`config.mk`:
```
export PLATFORM = sky130hd
export DESIGN_NAME = uart_loopback_fifo
export DESIGN_NICKNAME = d
export VERILOG_FILES = /design/src/rtl/uart_defs.sv /design/src/rtl/byte_fifo.sv /design/src/rtl/uart_rx.sv /design/src/rtl/uart_tx.sv /design/src/rtl/uart_loopback_fifo.sv
export SDC_FILE = /design/constraint.sdc
export NUM_CORES = 1
export LEC_CHECK = 0
export CORE_ASPECT_RATIO = 0.6
export CORE_MARGIN = 8
export CORE_UTILIZATION = 31
export CTS_BUF_LIST = sky130_fd_sc_hd__clkbuf_4
export DETAILED_ROUTE_END_ITERATION = 6
export SKIP_LAST_GASP = 1
export SLEW_MARGIN = 30
export SYNTH_ARGS = -nofsm -noshare
export SYNTH_HDL_FRONTEND = slang
export SYNTH_SLANG_ARGS = --single-unit
```
`constraint.sdc`:
```
create_clock -name clk -period 4.7 [get_ports clk]
set_input_delay 0.94 -clock clk [delete_from_list [all_inputs] [get_ports clk]]
set_output_delay 0.94 -clock clk [all_outputs]
set_load 0.05 [all_outputs]
```
`src/rtl/uart_defs.sv`:
```
// Shared definitions for the buffered UART echo block: TX FSM states,
// default baud divider and the saturating counter helper.
package uart_defs;

  typedef enum logic [1:0] {
    IDLE    = 2'd0,
    START   = 2'd1,
    WAIT_HI = 2'd2,
    WAIT_LO = 2'd3
  } tx_state_e;

  localparam int DEFAULT_CLK_PER_HALF_BIT = 5208;

  // Increment that sticks at max_value instead of wrapping to zero.
  function automatic logic [31:0] sat_inc(input logic [31:0] value,
                                          input logic [31:0] max_value);
    return (value == max_value) ? value : value + 32'd1;
  endfunction

endpackage

```
`src/rtl/byte_fifo.sv`:
```
// Synchronous byte FIFO with occupancy count and registered read data.
// A push while full is accepted only when a pop happens in the same cycle.
module byte_fifo #(
  parameter int FIFO_AW = 4
) (
  input  logic             clk,
  input  logic             rst,
  input  logic             push,
  input  logic [7:0]       din,
  input  logic             pop,
  output logic [7:0]       dout,
  output logic [FIFO_AW:0] count,
  output logic             full,
  output logic             empty
);

  localparam int DEPTH = 2 ** FIFO_AW;
  localparam logic [FIFO_AW:0] FULL_COUNT = {1'b1, {FIFO_AW{1'b0}}};

  logic [7:0]         mem_q [DEPTH];
  logic [FIFO_AW-1:0] wr_ptr_q, wr_ptr_d;
  logic [FIFO_AW-1:0] rd_ptr_q, rd_ptr_d;
  logic [FIFO_AW:0]   count_q, count_d;
  logic [7:0]         dout_q;
  logic               do_push, do_pop;

  assign empty   = (count_q == '0);
  assign full    = (count_q == FULL_COUNT);
  assign do_pop  = pop && !empty;
  assign do_push = push && (!full || do_pop);
  assign count   = count_q;
  assign dout    = dout_q;

  // Next pointer and occupancy values; pointers wrap naturally modulo depth.
  always_comb begin
    wr_ptr_d = wr_ptr_q;
    rd_ptr_d = rd_ptr_q;
    count_d  = count_q;
    if (do_push) wr_ptr_d = wr_ptr_q + 1'b1;
    if (do_pop)  rd_ptr_d = rd_ptr_q + 1'b1;
    case ({do_push, do_pop})
      2'b10:   count_d = count_q + 1'b1;
      2'b01:   count_d = count_q - 1'b1;
      default: count_d = count_q;
    endcase
  end

  // Pointer, count and read-data registers; reset discards stored bytes.
  always_ff @(posedge clk) begin
    if (rst) begin
      wr_ptr_q <= '0;
      rd_ptr_q <= '0;
      count_q  <= '0;
      dout_q   <= 8'h00;
    end else begin
      wr_ptr_q <= wr_ptr_d;
      rd_ptr_q <= rd_ptr_d;
      count_q  <= count_d;
      if (do_pop) dout_q <= mem_q[rd_ptr_q];
    end
  end

  // Storage array; contents need no reset because the pointers define validity.
  always_ff @(posedge clk) begin
    if (do_push) mem_q[wr_ptr_q] <= din;
  end

endmodule

```
`src/rtl/uart_rx.sv`:
```
// 8N1 UART receiver: synchronises rxd, finds the start-bit falling edge,
// samples each bit near its centre and pulses rx_ready after the stop bit.
module uart_rx #(
  parameter int CLK_PER_HALF_BIT = 5208
) (
  input  logic       clk,
  input  logic       rstn,
  input  logic       rxd,
  output logic [7:0] rdata,
  output logic       rx_ready,
  output logic       ferr
);

  localparam int BIT_CLKS = 2 * CLK_PER_HALF_BIT;
  localparam int CW = $clog2(BIT_CLKS);
  localparam logic [CW-1:0] CNT_MAX = CW'(BIT_CLKS - 1);
  localparam logic [CW-1:0] HALF_PRELOAD = CW'(CLK_PER_HALF_BIT);

  logic [2:0]    sync_q;
  logic          active_q;
  logic [3:0]    bits_q;
  logic [CW-1:0] cnt_q;
  logic [7:0]    shift_q, rdata_q;
  logic          ready_q, ferr_q;

  assign rdata    = rdata_q;
  assign rx_ready = ready_q;
  assign ferr     = ferr_q;

  // Frame reception: bit 0 is the start bit, 1..8 data (LSB first), 9 the stop bit.
  always_ff @(posedge clk) begin
    if (!rstn) begin
      sync_q   <= '1;
      active_q <= 1'b0;
      bits_q   <= 4'd0;
      cnt_q    <= '0;
      shift_q  <= 8'h00;
      rdata_q  <= 8'h00;
      ready_q  <= 1'b0;
      ferr_q   <= 1'b0;
    end else begin
      sync_q  <= {sync_q[1:0], rxd};
      ready_q <= 1'b0;
      if (!active_q) begin
        if (sync_q[2] && !sync_q[1]) begin
          active_q <= 1'b1;
          bits_q   <= 4'd0;
          cnt_q    <= HALF_PRELOAD;
        end
      end else if (cnt_q == CNT_MAX) begin
        cnt_q  <= '0;
        bits_q <= bits_q + 4'd1;
        if (bits_q == 4'd0) begin
          if (sync_q[1]) active_q <= 1'b0;
        end else if (bits_q == 4'd9) begin
          active_q <= 1'b0;
          ready_q  <= 1'b1;
          ferr_q   <= !sync_q[1];
          rdata_q  <= shift_q;
        end else begin
          shift_q <= {sync_q[1], shift_q[7:1]};
        end
      end else begin
        cnt_q <= cnt_q + CW'(1);
      end
    end
  end

endmodule

```
`src/rtl/uart_tx.sv`:
```
// 8N1 UART transmitter: a start request while idle launches one ten-bit frame.
module uart_tx #(
  parameter int CLK_PER_HALF_BIT = 5208
) (
  input  logic       clk,
  input  logic       rstn,
  input  logic       tx_start,
  input  logic [7:0] tx_data,
  output logic       txd,
  output logic       tx_busy
);

  localparam int BIT_CLKS = 2 * CLK_PER_HALF_BIT;
  localparam int CW = $clog2(BIT_CLKS);
  localparam logic [CW-1:0] CNT_MAX = CW'(BIT_CLKS - 1);

  logic [9:0]    shift_q;
  logic [3:0]    bits_q;
  logic [CW-1:0] cnt_q;
  logic          busy_q;

  assign txd     = shift_q[0];
  assign tx_busy = busy_q;

  // Shift out {stop, data, start} LSB first, refilling with idle-high ones.
  always_ff @(posedge clk) begin
    if (!rstn) begin
      shift_q <= '1;
      bits_q  <= 4'd0;
      cnt_q   <= '0;
      busy_q  <= 1'b0;
    end else if (!busy_q) begin
      if (tx_start) begin
        shift_q <= {1'b1, tx_data, 1'b0};
        bits_q  <= 4'd0;
        cnt_q   <= '0;
        busy_q  <= 1'b1;
      end
    end else if (cnt_q == CNT_MAX) begin
      cnt_q   <= '0;
      shift_q <= {1'b1, shift_q[9:1]};
      bits_q  <= bits_q + 4'd1;
      if (bits_q == 4'd9) busy_q <= 1'b0;
    end else begin
      cnt_q <= cnt_q + CW'(1);
    end
  end

endmodule

```
`src/rtl/uart_loopback_fifo.sv`:
```
// Buffered UART echo: received bytes are queued in a FIFO and drained back
// out through the transmitter, with pause, frame-error filtering and
// saturating drop counters.
module uart_loopback_fifo
  import uart_defs::*;
#(
  parameter int CLK_PER_HALF_BIT = DEFAULT_CLK_PER_HALF_BIT,
  parameter int FIFO_AW          = 4,
  parameter bit DROP_FERR        = 1'b1,
  parameter int CNT_W            = 8
) (
  input  logic             clk,
  input  logic             rst,
  input  logic             rxd,
  output logic             txd,
  input  logic             tx_en,
  output logic [FIFO_AW:0] fifo_count,
  output logic [CNT_W-1:0] ovf_cnt,
  output logic [CNT_W-1:0] ferr_cnt,
  output logic             busy
);

  localparam logic [31:0] CNT_MAX = 32'((64'd1 << CNT_W) - 64'd1);

  tx_state_e        state_q, state_d;
  logic [CNT_W-1:0] ovf_cnt_q, ovf_cnt_d;
  logic [CNT_W-1:0] ferr_cnt_q, ferr_cnt_d;
  logic             rstn;
  logic             rx_ready, ferr;
  logic [7:0]       rdata, tx_data;
  logic             tx_start, tx_busy;
  logic             push, pop, full, empty;

  assign rstn     = ~rst;
  assign push     = rx_ready && !(ferr && DROP_FERR);
  assign ovf_cnt  = ovf_cnt_q;
  assign ferr_cnt = ferr_cnt_q;
  assign busy     = !empty || (state_q != IDLE);

  uart_rx #(.CLK_PER_HALF_BIT(CLK_PER_HALF_BIT)) u_rx (
    .clk      (clk),
    .rstn     (rstn),
    .rxd      (rxd),
    .rdata    (rdata),
    .rx_ready (rx_ready),
    .ferr     (ferr)
  );

  // The FIFO read register doubles as the transmit data register: it only
  // changes on a pop, which happens solely in IDLE, so it is stable per frame.
  byte_fifo #(.FIFO_AW(FIFO_AW)) u_fifo (
    .clk   (clk),
    .rst   (rst),
    .push  (push),
    .din   (rdata),
    .pop   (pop),
    .dout  (tx_data),
    .count (fifo_count),
    .full  (full),
    .empty (empty)
  );

  uart_tx #(.CLK_PER_HALF_BIT(CLK_PER_HALF_BIT)) u_tx (
    .clk      (clk),
    .rstn     (rstn),
    .tx_start (tx_start),
    .tx_data  (tx_data),
    .txd      (txd),
    .tx_busy  (tx_busy)
  );

  // TX FSM next state: pop in IDLE, one-cycle start strobe, then track tx_busy.
  always_comb begin
    state_d  = state_q;
    tx_start = 1'b0;
    pop      = 1'b0;
    case (state_q)
      IDLE: begin
        if (tx_en && !empty && !tx_busy) begin
          pop     = 1'b1;
          state_d = START;
        end
      end
      START: begin
        tx_start = 1'b1;
        state_d  = WAIT_HI;
      end
      WAIT_HI: if (tx_busy) state_d = WAIT_LO;
      WAIT_LO: if (!tx_busy) state_d = IDLE;
      default: state_d = IDLE;
    endcase
  end

  // Drop counters: frame errors always counted, overflow only when no pop frees a slot.
  always_comb begin
    ferr_cnt_d = ferr_cnt_q;
    ovf_cnt_d  = ovf_cnt_q;
    if (rx_ready && ferr) ferr_cnt_d = CNT_W'(sat_inc(32'(ferr_cnt_q), CNT_MAX));
    if (push && full && !pop) ovf_cnt_d = CNT_W'(sat_inc(32'(ovf_cnt_q), CNT_MAX));
  end

  // State and counter registers.
  always_ff @(posedge clk) begin
    if (rst) begin
      state_q    <= IDLE;
      ovf_cnt_q  <= '0;
      ferr_cnt_q <= '0;
    end else begin
      state_q    <= state_d;
      ovf_cnt_q  <= ovf_cnt_d;
      ferr_cnt_q <= ferr_cnt_d;
    end
  end

endmodule

```
Word-level counts from Yosys, hierarchy flattened

Memories as Yosys holds them, arrays and structs flattened. A register that Yosys moved wholly into a read port is not among the register bits.
Cells that the tools add are included.

$add $sub $neg: 10
Equal/unequal tests: 17
Multiplexer cells: 36
Bitwise operators: 6
Reduce and logical (&&, ||, !) cells: 32

Operators by type and width:

| operator                                                        | number |
|---|---|
| 14-bit two-way mux                                              | 6 |
| 10-bit two-way mux                                              | 3 |
| 14-bit by 1-bit adder with 14-bit output, second input constant | 2 |
| 14-bit == test, second input constant                           | 2 |
| 4-bit two-way mux                                               | 6 |
| 4-bit by 1-bit adder with 4-bit output, second input constant   | 4 |
| 8-bit by 1-bit adder with 8-bit output, second input constant   | 2 |
| 8-bit == test, second input constant                            | 2 |
| 1-bit two-way mux                                               | 16 |
| 5-bit one-hot mux with 2 select lines                           | 1 |
| 1-bit logical AND                                               | 9 |
| 4-bit == test, second input constant                            | 2 |
| 2-bit inequality test, second input constant                    | 4 |
| 2-bit one-hot mux with 4 select lines                           | 1 |
| 2-bit AND reduction                                             | 4 |
| 4-bit AND reduction                                             | 2 |
| 2-bit nonzero test                                              | 4 |
| 2-bit == test, second input constant                            | 3 |
| 1-bit zero test                                                 | 6 |
| 2-bit two-way mux                                               | 3 |
| 1-bit NOT                                                       | 6 |
| 5-bit by 1-bit adder with 5-bit output, second input constant   | 1 |
| 5-bit == test, second input constant                            | 1 |
| 5-bit zero test                                                 | 1 |
| 8 further kinds                                                 | 10 |

Register bits after elaboration: 100
RAM bits: 128
Input port bits: 4
Output and inout bits: 23
Logic and storage cells: 120
Memories: 1

Memory list:

| memory       | words | width | read ports | clocked after memory_dff | wr ports | RTL line        | text |
|---|---|---|---|---|---|---|---|
| u_fifo.mem_q | 16    | 8     | 1          | 1                        | 1        | byte_fifo.sv:20 | `logic [7:0] mem_q [DEPTH];` |

Longest topological paths before layout

Gate-level depths: netlist of the first run.

Word-level depth: 11
Depth in mapped cells: 15
Mapped depth without buffers: 13

By module

A second synthesis of the first run with hierarchy kept.

Cell total of the unflattened synthesis: 893
Area total of the unflattened synthesis: 10472.5 sq um

Modules (own cells, without submodules):

| module             | times used | cells an instance | area an instance (sq um) | sequential area each (sq um) |
|---|---|---|---|---|
| byte_fifo          | 1          | 371               | 6095.8                   | 4264.1 |
| uart_rx            | 1          | 230               | 1929.4                   | 800.8 |
| uart_tx            | 1          | 178               | 1493.9                   | 560.5 |
| uart_loopback_fifo | 1          | 114               | 953.4                    | 360.3 |

Worst setup path before layout of the first run

No wires, ideal clock.

Kind: input to register
Start: input tx_en
End: register u_fifo.count_q[2] (netlist: u_fifo.count[2])
Setup time: 0.070 ns
Arrival time: 3.087 ns
Required time: 4.630 ns
Setup slack: 1.543 ns
Stages on the path: 11
Buffers on the path: 1
Cell sequence: nand3b_1 > a311oi_4 > inv_1 > ha_1 > clkbuf_1 > xor2_1 > ha_1 > a21oi_1 > xor2_1 > or3_1 > a21oi_1

Cells in the longest elaborated chain, start to end: 9
Elaborated cells between the ends (all ways): 11
Those cells by class: eq/ne (2); mux (3); reduce/logical (6)

Ends and longest elaborated chain:

| what                                                                               | RTL line                 | text |
|---|---|---|
| from (decl)                                                                        | uart_loopback_fifo.sv:16 | `input logic tx_en,` |
| 1-bit logical AND (*) (2 in a row)                                                 | uart_loopback_fifo.sv:79 | `if (tx_en && !empty && !tx_busy) begin` |
| 1-bit two-way mux (*)                                                              | uart_loopback_fifo.sv:79 |  |
| 1-bit two-way mux (*)                                                              | uart_loopback_fifo.sv:77 | `case (state_q)` |
| 1-bit logical AND (*)                                                              | byte_fifo.sv:29          | `assign do_pop = pop && !empty;` |
| 1-bit logical OR                                                                   | byte_fifo.sv:30          | `assign do_push = push && (!full \|\| do_pop);` |
| 1-bit logical AND                                                                  | byte_fifo.sv:30          |  |
| 2-bit by 1-bit == test with 1-bit output / 2-bit == test (equally long branches)   | byte_fifo.sv:41          | `case ({do_push, do_pop})` |
| 5-bit one-hot mux with 2 select lines / 2-bit nonzero test (equally long branches) | n/a                      |  |
| to (signal assigned)                                                               | byte_fifo.sv:58          | `count_q <= count_d;` |
| to (decl)                                                                          | byte_fifo.sv:23          | `logic [FIFO_AW:0] count_q, count_d;` |

Mark *: on every way between the ends. The rest lies on a longest branch, timed or not.
A chain may end at the register's enable or synchronous reset.

Final worst setup path of the first run

Start: register u_fifo.count_q[1] (netlist: u_fifo.count[1])
End: output busy

Cells in the longest elaborated chain, start to end: 3

Ends and longest elaborated chain:

| what             | RTL line                 | text |
|---|---|---|
| 5-bit zero test  | byte_fifo.sv:27          | `assign empty = (count_q == '0);` |
| 1-bit zero test  | uart_loopback_fifo.sv:38 | `assign busy = !empty \|\| (state_q != IDLE);` |
| 1-bit logical OR | uart_loopback_fifo.sv:38 |  |
| to (decl)        | uart_loopback_fifo.sv:20 | `output logic busy` |

No other way between the ends.

==> results.cfg, run 1 <==
[status]
status = completed

[place]
dp.cells = 1224
routabilityCongestion = 0.769
hpwl_mm = 14.4
io_buffers = 26

[worst_setup_path]
rr_endpoint = u_fifo.count[4]$_SDFFE_PP0P_
slowest_stage = clkdlybuf4s50_1
r2r_start = state_q[0]$_SDFFE_PP0P_
arrival_ns = 2.55
r2r_cells = 13
crit_start = u_fifo.count[1]$_SDFFE_PP0P_
endpoint_kind = output port
path_cells = nor4_4 > and2_2 > nand2_1 > clkdlybuf4s50_1
crit_path_max_fanout = 9
worst-setup-path-type = flip-flop to output port
crit_required_ns = 3.76
cp_slowest_stage_delay_ns = 0.71
r2r_slack_ns = 1.66
startpoint_type = flip-flop

[logic_synthesis]
synth_cell_types = 66
synth_flop_cell = edfxtp_1
synthesis.nets = 829
ys_seq_area_share_pct = 59.2
yosys_register_bits = 235
synthesis.yosys.warnings = 0
synthCells = 802
synth_edf_count = 128
synth_area_mm2 = 0.0101
synth_area_per_cell_um2 = 12.6
async_flop_share_pct = 0

[sta]
slew_violations = 0
finalHoldViolations = 0
fin_skew_ns = 0.0367
min_period_ns = 3.49
whs_ns = 0.434
max_slew_margin_pct = 45.9
setup_tns_ns = 0
setup-violations-final = 0
fmax_mhz = 287
post-route-period-util_pct = 74.2
worst_pin_slew_ns = 0.811
rsz0062_at_grt = no

[grt]
overflow = 0
track_usage_pct = 11.3
grt_pass1_vias = 6216
grt_max_degree = 74
antenna_found_initial = 0
grt_pass1_wl_mm = 35.3

[detailed_routing]
drt-total-wl_mm = 22.0
ant_nets = 0
drc = 0
drt-initial-drc-count = 434
via_per_inst = 4.94
drt_first_pass_iters = 4
vias = 6547
wl_per_cell_um = 16.6

[floorplanning]
dieArea_mm2 = 0.0389
ios = 27
start_util_pct = 31.3
core-area_mm2 = 0.0323
die_h_um = 156
die_w_um = 249
rows = 51

[pwr]
power.leakage_nw = 3.79
ir_worst_vdd_mv = 0.157
p_per_area_mw_per_mm2 = 353

[clock_tree]
clk_latency_ns = 0.68
numCtsBuffers = 54
post_cts_buffers = 0
hold_buffers = 0
htreeDepth = 2
cts_buffer_depth = 3
cts_sinks = 235
cts_tree = built
post_cts_resized = 0
cts.clk_slew.worst_paths_ns = 0.07
root_buffer = clkbuf_4

[layout]
finalNetCount = 883
area_growth_pct = 13.9
diodes = 0
fin_cells = 1326
multi_input_area_mm2 = 0.00388
register_area_mm2 = 0.00599
drive_gt1_share_pct = 17.5
nFillCells = 3173

[hold_path]
min_from = u_rx.sync_q[0]$_SDFF_PP1_
hp-class = flip-flop to flip-flop
hold-path-endpoint = u_rx.sync_q[1]$_SDFF_PP1_
holdPathStages = 1

[job]
cap_violations = 0
[worst max-delay path by stage]
stage               cells after the start                      endpoint  slack (ns)
floorplan                              11  u_fifo.count[2]$_SDFFE_PP0P_        1.54
global placement                       13  u_fifo.count[4]$_SDFFE_PP0P_        0.94
detailed placement                     12  u_fifo.count[4]$_SDFFE_PP0P_        0.91
CTS                                     4                          busy        1.14
global route                            4                          busy        1.06
finish                                  4                          busy        1.21
[per-layer routing]
layer / vias up / track usage, % / wire length [um]
met5: - / 0 / 0
met4: 0 / 3.08 / 354
met3: 40 / 2.93 / 1380
met2: 181 / 15.7 / 8910
met1: 3193 / 16.9 / 11400
li1: 3133 / - / -
[stage by stage]
| step | util [%] | setup slack [ns] | total power [mW] | instance area [um^2] |
|---|---|---|---|---|
| 2_1_floorplan | - | 1.54 | 2.39 | 10100 |
| 3_3_place_gp | 33.4 | 0.935 | 2.44 | 10800 |
| 3_5_place_dp | 33.4 | 0.914 | 2.45 | 10800 |
| 4_1_cts | 35.7 | 1.14 | 4.13 | 11500 |
| 5_1_grt | 35.7 | 1.06 | 4.26 | 11500 |
| 6_report | 35.7 | 1.21 | 4.07 | 11500 |
[power breakdown]
group | internal, mW | total [mW] | switching (mW)
combinational | 0.0705 | 0.206 | 0.136
clock | 0.863 | 1.67 | 0.803
sequential | 2.17 | 2.20 | 0.0265
total | 3.11 | 4.07 | 0.965
[sequential cells by signal, indices dropped and copies added, names as in the netlist]
name	cells
u_rx.active_q	1
u_tx.tx_busy	1
u_fifo.dout	8
u_fifo.wr_ptr_q	4
u_rx.ferr	1
u_tx.shift_q	9
u_tx.cnt_q	14
u_rx.sync_q	3
u_rx.rdata	8
ovf_cnt	8
u_rx.shift_q	8
u_tx.bits_q	4
u_rx.bits_q	4
u_fifo.mem_q	128
u_fifo.count	5
u_rx.rx_ready	1
u_rx.cnt_q	14
state_q	2
u_fifo.rd_ptr_q	4
ferr_cnt	8
[critical path, delay by kind of cell, from the launching register on]
family	cells	cell delay (ns)
buffers and inverters	1	0.71
and+or+nand+nor	3	0.77
DFF	1	0.41
[cell usage in the layout, fill, tap and decap left out, types with 2 or more instances in the layout]
cell and instances:
nand2_1 39, a311oi_1 2, clkbuf_4 83, nand4_4 2, ha_1 23, clkdlybuf4s50_1 25
a21oi_1 36, or3_1 11, a21o_1 2, a41oi_1 2, xnor2_1 14, and4bb_2 2
clkinv_1 14, mux4_2 32, xor2_1 15, nor3b_1 8, o21ai_0 31, and2_1 3
buf_4 11, nor3_1 23, nand2b_1 11, nand4_1 12, o221ai_1 8, nor4_1 3
dfxtp_1 106, o21a_1 2, or2_2 5, a211oi_1 10, inv_2 2, and3_1 7
a31oi_1 4, mux2i_1 38, clkinv_2 2, edfxtp_1 128, nor2b_1 15, nand3b_1 12
a22oi_1 4, nor2_1 90, inv_1 17, nand3_1 19
[synthesized netlist by cell type (10+ instances only)]
| master | instances | area (um^2) |
|---|---|---|
| clkbuf_1 | 22 | 82.6 |
| or3_1 | 11 | 68.8 |
| nor3_1 | 24 | 120 |
| o21ai_0 | 31 | 155 |
| nor2b_1 | 15 | 93.8 |
| nand3b_1 | 12 | 90.1 |
| nand2_1 | 39 | 146 |
| mux2i_1 | 38 | 380 |
| ha_1 | 23 | 288 |
| nand2b_1 | 11 | 68.8 |
| edfxtp_1 | 128 | 3840 |
| xor2_1 | 15 | 131 |
| mux4_2 | 32 | 721 |
| dfxtp_1 | 107 | 2140 |
| nand3_1 | 19 | 95.1 |
| inv_1 | 17 | 63.8 |
| nor2_1 | 90 | 338 |
| xnor2_1 | 14 | 123 |
| a211oi_1 | 10 | 75.1 |
| nand4_1 | 12 | 75.1 |
| a21oi_1 | 36 | 180 |
[cells by family after synthesis]
| family | count (synthesis) | synth area share (%) |
|---|---|---|
| adder cells (fa/ha/maj) | 23 | 2.84 |
| AND/OR/NAND/NOR | 278 | 15.1 |
| multiplexers | 71 | 11.0 |
| AO/OA/AOI/OAI | 110 | 6.89 |
| buffers and inverters | 56 | 2.50 |
| flip-flops | 235 | 59.2 |
| XOR/XNOR | 29 | 2.51 |
[final cells by class]
class / instances / area share, %
clock inverters: 19 / 0.868
flip-flops and latches: 235 / 51.9
repair buffers: 36 / 2.89
multi-input cells: 511 / 33.7
inverters: 18 / 0.608
clock buffers: 83 / 5.41
well taps: 424 / 4.60
(Power assumes the default switching activity.)
==> run 2: changes to the inputs <==
==> constraint.sdc (replaced) <==
create_clock -name clk -period 2.9 [get_ports clk]
set_input_delay 0.58 -clock clk [delete_from_list [all_inputs] [get_ports clk]]
set_output_delay 0.58 -clock clk [all_outputs]
set_load 0.05 [all_outputs]
==> results.cfg, run 2 (same netlist as run 1, synthesis figures left out) <==
[clock_tree]
cts_sinks = 235
cts_tree = built
numCtsBuffers = 54
clk_latency_ns = 0.70
htreeDepth = 2
post_cts_resized = 1
cts_buffer_depth = 3
cts.clk_slew.worst_paths_ns = 0.07
root_buffer = clkbuf_4
post_cts_buffers = 0
hold_buffers = 0

[job]
cap_violations = 0

[sta]
post-route-period-util_pct = 94.5
slew_violations = 0
setup-violations-final = 0
finalHoldViolations = 0
setup_ws_ns = 0.160
fin_skew_ns = 0.0385
max_slew_margin_pct = 36.7
fmax_mhz = 365
worst_pin_slew_ns = 0.948
min_period_ns = 2.74

[detailed_routing]
drt-initial-drc-count = 423
wl_per_cell_um = 16.4
drt-total-wl_mm = 22.1
vias = 6496
drt_first_pass_iters = 5
via_per_inst = 4.81
ant_nets = 0
drc = 0

[grt]
grt_pass1_vias = 6441
grt_max_degree = 66
track_usage_pct = 11.4
antenna_found_initial = 0
grt_pass1_wl_mm = 35.7
overflow = 0

[place]
place_ws_ns = -0.141
routabilityCongestion = 0.791
io_buffers = 26
dpl_cell_area_mm2 = 0.0110
dp.cells = 1249
hpwl_mm = 14.5

[floorplanning]
die_h_um = 156
ios = 27
start_util_pct = 31.3
dieArea_mm2 = 0.0389
die_w_um = 249
core-area_mm2 = 0.0323
rows = 51

[worst_setup_path]
startpoint_type = flip-flop
crit_path_max_fanout = 6
crit_required_ns = 3.48
endpoint_kind = flip-flop
r2r_cells = 12
arrival_ns = 3.32
worst-setup-path-type = flip-flop to flip-flop

[layout]
mostFrequentLayoutCell = edfxtp_1
final_cell_mix = 128 x edfxtp_1, 102 x dfxtp_1, 90 x nor2_1
multi_input_area_mm2 = 0.00388
drive_gt1_share_pct = 20.0
register_area_mm2 = 0.00599
top_register = u_fifo.mem_q
fin_cells = 1351
reg_top3 = u_fifo.mem_q x128, u_rx.cnt_q x14, u_tx.cnt_q x14
area_growth_pct = 16.5
diodes = 0
utilization_pct = 36.5
finalNetCount = 908
largest_register_ffs = 128
fin_area_mm2 = 0.0118
nFillCells = 3122

[hold_path]
holdPathStages = 2
hp-class = input pin to flip-flop

[pwr]
total_power_mw = 6.69
power.leakage_nw = 3.93
ir_worst_vdd_mv = 0.202
p_per_area_mw_per_mm2 = 568

[status]
status = completed
[run 2: power by group]
group	internal [mW]	leakage [nW]	switching, mW	total [mW]
Clock	1.46	0.430	1.31	2.78
Sequential	3.52	2.05	0.0412	3.56
Combinational	0.122	1.45	0.226	0.348
Total	5.11	3.93	1.58	6.69
[run 2: final cells by class]
type	instances	share of cell area, %
inverters	18	0.595
clock buffers	81	5.16
repair buffers	61	4.73
multi-input cells	511	33.0
flip-flops and latches	235	50.9
clock inverters	21	1.19
well taps	424	4.50
[run 2: worst paths after layout]
| path | start | to | slack (ns) |
|---|---|---|---|
| worst max-delay path | state_q[0]$_SDFFE_PP0P_ | u_fifo.count[3]$_SDFFE_PP0P_ | 0.16 |
| worst min-delay path | rst | u_tx.bits_q[1]$_SDFFE_PP0P_ | 0.35 |
| worst max register to register | state_q[0]$_SDFFE_PP0P_ | u_fifo.count[3]$_SDFFE_PP0P_ | 0.16 |
| worst min register to register | u_rx.sync_q[0]$_SDFF_PP1_ | u_rx.sync_q[1]$_SDFF_PP1_ | 0.42 |
[run 2: layer usage]
metal  GRT usage, %  wire [um]  vias to the layer above
met5              0          0                        -
met4           3.14        244                        0
met3           3.09       1290                       26
met2           16.3       9150                      139
met1           16.7      11400                     3130
li1               -          -                     3201
[run 2: through the flow]
stage | setup TNS, ns | hold WS, ns
after floorplan | 0 | 0.389
after global placement | -0.261 | 0.403
after detailed placement | -0.388 | 0.403
after CTS | 0 | 0.265
after global routing | -0.00811 | 0.312
final | 0 | 0.345
[run 2: critical path: stages (launching register included)]
cell and delay, ns:
dfxtp_1 0.34, inv_1 0.11, ha_1 0.23, nand3b_1 0.19
buf_4 0.20, or2_4 0.24, inv_4 0.05, ha_1 0.22
buf_4 0.18, and3b_2 0.21, o21ai_0 0.28, a2111oi_2 0.13
a311o_1 0.28
